## src/rtl/pipe_skid_reg.sv

```systemverilog
// pipe_skid_reg: two-entry skid-buffered pipeline register with flush and saturating stall counter
module pipe_skid_reg #(
    parameter int PC_W    = 32,
    parameter int CTRL_W  = 16,
    parameter int DATA_W  = 64,
    parameter int KEEP_PC = 1,
    parameter int STAT_W  = 16
) (
    input  logic              clk,
    input  logic              rst,
    input  logic              flush,
    input  logic              in_valid,
    output logic              in_ready,
    input  logic [PC_W-1:0]   in_pc,
    input  logic [CTRL_W-1:0] in_ctrl,
    input  logic [DATA_W-1:0] in_data,
    output logic              out_valid,
    input  logic              out_ready,
    output logic [PC_W-1:0]   out_pc,
    output logic [CTRL_W-1:0] out_ctrl,
    output logic [DATA_W-1:0] out_data,
    output logic [1:0]        occupancy,
    output logic [STAT_W-1:0] stall_cnt
);
    typedef enum logic [1:0] {EMPTY = 2'd0, ONE = 2'd1, FULL = 2'd2} state_t;

    state_t            state, state_nx;
    logic [PC_W-1:0]   main_pc, skid_pc;
    logic [CTRL_W-1:0] main_ctrl, skid_ctrl;
    logic [DATA_W-1:0] main_data, skid_data;
    logic              in_xfer, out_xfer;
    logic              main_from_in, main_from_skid, skid_from_in;

    assign in_ready  = (state != FULL) && !flush;
    assign out_valid = state != EMPTY;
    assign in_xfer   = in_valid && in_ready;
    assign out_xfer  = out_valid && out_ready;
    assign out_pc    = main_pc;
    assign out_ctrl  = out_valid ? main_ctrl : '0;
    assign out_data  = main_data;
    assign occupancy = state;

    // next state and steering of which entry loads from where
    always_comb begin
        state_nx       = state;
        main_from_in   = 1'b0;
        main_from_skid = 1'b0;
        skid_from_in   = 1'b0;
        case (state)
            EMPTY: begin
                main_from_in = in_xfer;
                state_nx     = in_xfer ? ONE : EMPTY;
            end
            ONE: begin
                main_from_in = in_xfer && out_xfer;
                skid_from_in = in_xfer && !out_xfer;
                state_nx     = (in_xfer && !out_xfer) ? FULL : (!in_xfer && out_xfer) ? EMPTY : ONE;
            end
            FULL: begin
                main_from_skid = out_xfer;
                state_nx       = out_xfer ? ONE : FULL;
            end
            default: state_nx = EMPTY;
        endcase
        if (flush) state_nx = EMPTY;
    end

    // state register
    always_ff @(posedge clk or negedge rst) begin
        if (!rst) state <= EMPTY;
        else      state <= state_nx;
    end

    // MAIN entry; flush wipes it but may keep the redirect PC
    always_ff @(posedge clk or negedge rst) begin
        if (!rst) begin
            main_pc   <= '0;
            main_ctrl <= '0;
            main_data <= '0;
        end else if (flush) begin
            main_pc   <= (KEEP_PC != 0) ? in_pc : '0;
            main_ctrl <= '0;
            main_data <= '0;
        end else if (main_from_in) begin
            main_pc   <= in_pc;
            main_ctrl <= in_ctrl;
            main_data <= in_data;
        end else if (main_from_skid) begin
            main_pc   <= skid_pc;
            main_ctrl <= skid_ctrl;
            main_data <= skid_data;
        end
    end

    // SKID entry absorbs the input accepted while MAIN is stalled
    always_ff @(posedge clk or negedge rst) begin
        if (!rst) begin
            skid_pc   <= '0;
            skid_ctrl <= '0;
            skid_data <= '0;
        end else if (skid_from_in) begin
            skid_pc   <= in_pc;
            skid_ctrl <= in_ctrl;
            skid_data <= in_data;
        end
    end

    // saturating count of cycles where the output is held back
    always_ff @(posedge clk or negedge rst) begin
        if (!rst)                                               stall_cnt <= '0;
        else if (out_valid && !out_ready && stall_cnt != '1) stall_cnt <= stall_cnt + 1'b1;
    end
endmodule

```

## config.mk

```make
export PLATFORM = sky130hd
export DESIGN_NAME = pipe_skid_reg
export DESIGN_NICKNAME = d
export VERILOG_FILES = /design/src/rtl/pipe_skid_reg.sv
export SDC_FILE = /design/constraint.sdc
export NUM_CORES = 1
export LEC_CHECK = 0
export ABC_AREA = 0
export BUFFER_PORTS_ARGS = -buffer_cell sky130_fd_sc_hd__buf_2
export CAP_MARGIN = 20
export CORE_AREA = 2 2 146 134
export DETAILED_ROUTE_END_ITERATION = 8
export DIE_AREA = 0 0 148 136
export PLACE_DENSITY = 0.89
export SLEW_MARGIN = 0
export SYNTH_ARGS = -nofsm -noshare
export SYNTH_HDL_FRONTEND = slang
export SYNTH_SLANG_ARGS = --single-unit
```

## constraint.sdc

```tcl
create_clock -name clk -period 5.65 [get_ports clk]
set_clock_uncertainty 0.05 [all_clocks]
set_input_delay 1.13 -clock clk [delete_from_list [all_inputs] [get_ports clk]]
set_output_delay 1.13 -clock clk [all_outputs]
set_load 0.01 [all_outputs]
```

**Word level (Yosys, flattened, before mapping)**

Index checks and enable logic that the tools add are counted.
W data, S select, Z words.

- Register bits: 242
- Input bits: 117

- $add $sub $neg: 1
- Equal/unequal tests: 4
- Mux-type cells: 19
- Reduce and logical (&&, ||, !) cells: 15

Operator list:

| cell | number |
|---|---|
| $mux W64 | 3 |
| $mux W32 | 3 |
| $mux W16 | 4 |
| $add A16 B1 Y16 const B | 1 |
| $ne A16 B16 Y1 const B | 1 |
| $logic_and A1 B1 Y1 | 8 |
| $mux W2 | 3 |
| $pmux W2 S3 | 1 |
| $logic_not A1 Y1 | 4 |
| $mux W1 | 4 |
| $reduce_bool A3 Y1 | 1 |
| $eq A2 B1 Y1 const B | 1 |
| $eq A2 B2 Y1 const B | 1 |
| $logic_not A2 Y1 | 1 |
| $ne A2 B2 Y1 const B | 1 |
| $pmux W1 S2 | 1 |
| $reduce_bool A2 Y1 | 1 |

**Longest topological paths before layout**

- Depth in word-level cells: 9
- Gate-level depth with buffers: 14

**Worst setup path before layout**

Ideal clock, no wire load.

- Kind: in2reg
- Start point: input flush
- End point: register main_data[10] (netlist: out_data[10])
- Library setup time: 74 ps
- Data arrival time: 2754 ps
- Data required time: 5526 ps
- Setup slack: 2772 ps
- Cell stages on the path: 10
- Cells stage by stage: a21oi_1 -> and2_1 -> ha_1 -> mux2i_1 -> o211a_1 -> buf_6 -> or2_1 -> buf_6 -> buf_6 -> o21ai_2

- Word-level cells in the longest chain between the ends: 7

Ends and longest elaborated chain:

| element | line | source |
|---|---|---|
| start, declared | 11 | `input logic flush,` |
| $logic_not A1 Y1 | 34 | `assign in_ready = (state != FULL) && !flush;` |
| $logic_and A1 B1 Y1 | 34 |  |
| $logic_and A1 B1 Y1 | 36 | `assign in_xfer = in_valid && in_ready;` |
| $logic_and A1 B1 Y1 | 55 | `main_from_in = in_xfer && out_xfer;` |
| $pmux W1 S2 | 49 | `case (state)` |
| $mux W64 | 84 | `end else if (main_from_in) begin` |
| $mux W64 | 80 | `end else if (flush) begin` |
| end signal, assigned | 87 | `main_data <= in_data;` |
| end signal, assigned | 91 | `main_data <= skid_data;` |
| end, declared | 30 | `logic [DATA_W-1:0] main_data, skid_data;` |

Several ways; a longest one is shown, not always the timed one.
A chain may end at the register's enable or synchronous reset.

**Worst setup path after layout**

- Start point: input flush
- End point: register main_data[29] (netlist: out_data[29])

Same word-level chain as after synthesis.

==> results.ini <==
[outcome]
outcome = complete, no violations

[power]
powerDensity_nw_per_um2 = 404
vdd_ir_drop_max_mv = 0.287
leakage_nw = 6.22

[global_routing]
grt_pass1_wl_mm = 37.9
grt_pass1_vias = 7471
grt_max_degree = 128
antenna_found_initial = 4
overflow = 0
grt_usage_pct = 23.3

[cts]
cts.clk_slew.worst_paths_ns = 0.06
clock_path_buffers = 3
clk_latency_ns = 0.51
cts-resized-gates = 0
clock_tree.htree_level_count = 1
cts_tree = done
clkSinkCount = 242
cts_setup_buffers = 0
cts_root_buffer = clkbuf_16
holdBufCountCts = 0
numCtsBuffers = 26

[synth]
ys_types = 34
ys.flop_type = dfrtp_1
ys_ff_latch = 242
ys_async_sr_fraction_pct = 100
synth_area_per_cell_um2 = 12.7
synth-edff-count = 0
syn-cell-area_um2 = 10600
syn_inst = 838
yosysTopAreaCellShare_pct = 56.9
syn-num-nets = 958
yosysSeqAreaShare_pct = 56.9
yosysWarnings = 0
yosys.area.top_type = dfrtp_1
ys_top_cells_by_area = dfrtp_1 57%, mux2_2 12%, mux2i_1 11%, o21ai_2 4.9%, nand2_1 4.3%

[setup_path]
crit_path_end_kind = register
critPathArrivalTime_ns = 3.93
worstPathRequired_ns = 5.99
path_max_fanout = 56
critPathLaunchType = input pin
worst-setup-path-type = input pin to register

[final_layout]
utilization_pct = 68.6
num-fill-cells = 1360
layout-drive-gt1-share_pct = 43.7
nets = 1192
synthToLayoutAreaGrowth_pct = 20.9
layout_common_cells = 247 x buf_2, 242 x dfrtp_1, 121 x nand2_1, 115 x mux2_2, 114 x mux2i_1
final_common_cell = buf_2

[routing]
wirelength_mm = 24.0
antenna_left = 0
routed_via_density = 5.46
drtIter0Drc = 286
dr.pass1.iters = 4
num_vias = 7341
post_drt_wl_per_cell_um = 17.8
route.detailed.drc = 0

[sta]
timing.fmax_ghz = 0.279
rsz0062_at_grt = false
tightest_slew_ns = 1.06
slew-limit-headroom_pct = 29.2
period_share_pct = 63.5
setup_viol_count_final = 0
fin_crit_ns = 3.59
fin_setup_tns_ns = 0
finalHoldViolCount = 0
drv_slew = 0

[floorplanning]
row_count = 48
fp.dieW_um = 148
die_y_um = 136
die-area_um2 = 20100
io_pins = 249
start_util_pct = 56.8
coreArea_um2 = 18700

[placed_design]
place_hpwl_mm = 15.2
place.gp.congestion = 0.810
port_buffers = 248

[worst_hold_path]
hp-class = register to register

[run]
maxCapViolCount = 0

## worst paths after layout
check / start / to / slack, ns / cells after the start
max: flush / out_data[29] / 2.06 / 9
min: out_data[23] / out_data[23] / 0.42 / 2
max reg2reg: occupancy[1] / out_data[29] / 2.09 / 8
min reg2reg: out_data[23] / out_data[23] / 0.42 / 2
max in group asynchronous: rst / stall_cnt[3] / 3.75 / 2
min in group asynchronous: rst / skid_data[42] / 0.63 / 1
## sequential cells by signal (all words and copies together), names as in the netlist
name,count
main_ctrl,16
occupancy,2
out_data,64
out_pc,32
skid_ctrl,16
skid_data,64
skid_pc,32
stall_cnt,16
## synthesized netlist by cell type (10+ instances only)
cell      instances
buf_6            19
nor2b_1          16
o21ai_1          21
xnor2_1          10
mux2i_1         114
clkbuf_1         16
o21ai_0          34
nand2_1         121
o21ai_2          60
dfrtp_1         242
mux2_2          115
buf_2            10
## logic make-up (layout without fill, tap and decap cells)
family,Yosys count,after routing,share of synthesized area (%)
other,0,3,0
XOR/XNOR,12,12,0.988
multiplexers,229,229,22.9
flip-flops,242,242,56.9
buffers and inverters,56,309,3.54
adder cells (fa/ha/maj),3,3,0.353
AND/OR/NAND/NOR,175,175,7.40
AO/OA/AOI/OAI,121,121,7.92
## critical path, cell delays in order
cell,delay [ns]
buf_2,0.15
a21oi_1,0.07
and2_1,0.21
ha_1,0.22
mux2i_1,0.34
o211a_4,0.65
or2_4,0.58
buf_12,0.38
o21ai_2,0.11
## metal layers
metal	part of all wire, %	wire length (µm)	global-route usage [%]
met1	40	9650	28.7
met5	0.029	7	0
met2	49	11800	39.7
met3	7.3	1750	6.81
met4	3.1	740	7.72
## report_power, final
| part | switching [W] | total, W | internal [W] |
|---|---|---|---|
| sequential | 0.000243 | 0.00241 | 0.00217 |
| combinational | 0.000539 | 0.00108 | 0.000541 |
| clock | 0.000670 | 0.00171 | 0.00104 |
## layout make-up
cell class	instances	area [µm²]	area share, %
sequential	242	6060	47.1
multi-input combinational	540	4240	33.0
timing repair buffer	258	1360	10.6
clock buffer	45	833	6.48
tap	250	313	2.43
clock inverter	2	35.0	0.272
inverter	4	15.0	0.117
antenna	3	7.51	0.0584
## stage by stage
stage                     std cells  worst slack (ns)  instance area, µm²  hold WS (ns)  power [W]
after detailed placement       1294              1.49               12000         0.408    0.00351
final                          1344              2.06               12900         0.420    0.00520
after CTS                      1341              2.03               12900         0.422    0.00524
after floorplan                 838              2.77               10600         0.394    0.00310
after global routing           1343              1.84               12900         0.450    0.00545
after global placement         1294              1.61               12000         0.403    0.00343
Power figures use the tool's default switching activity.
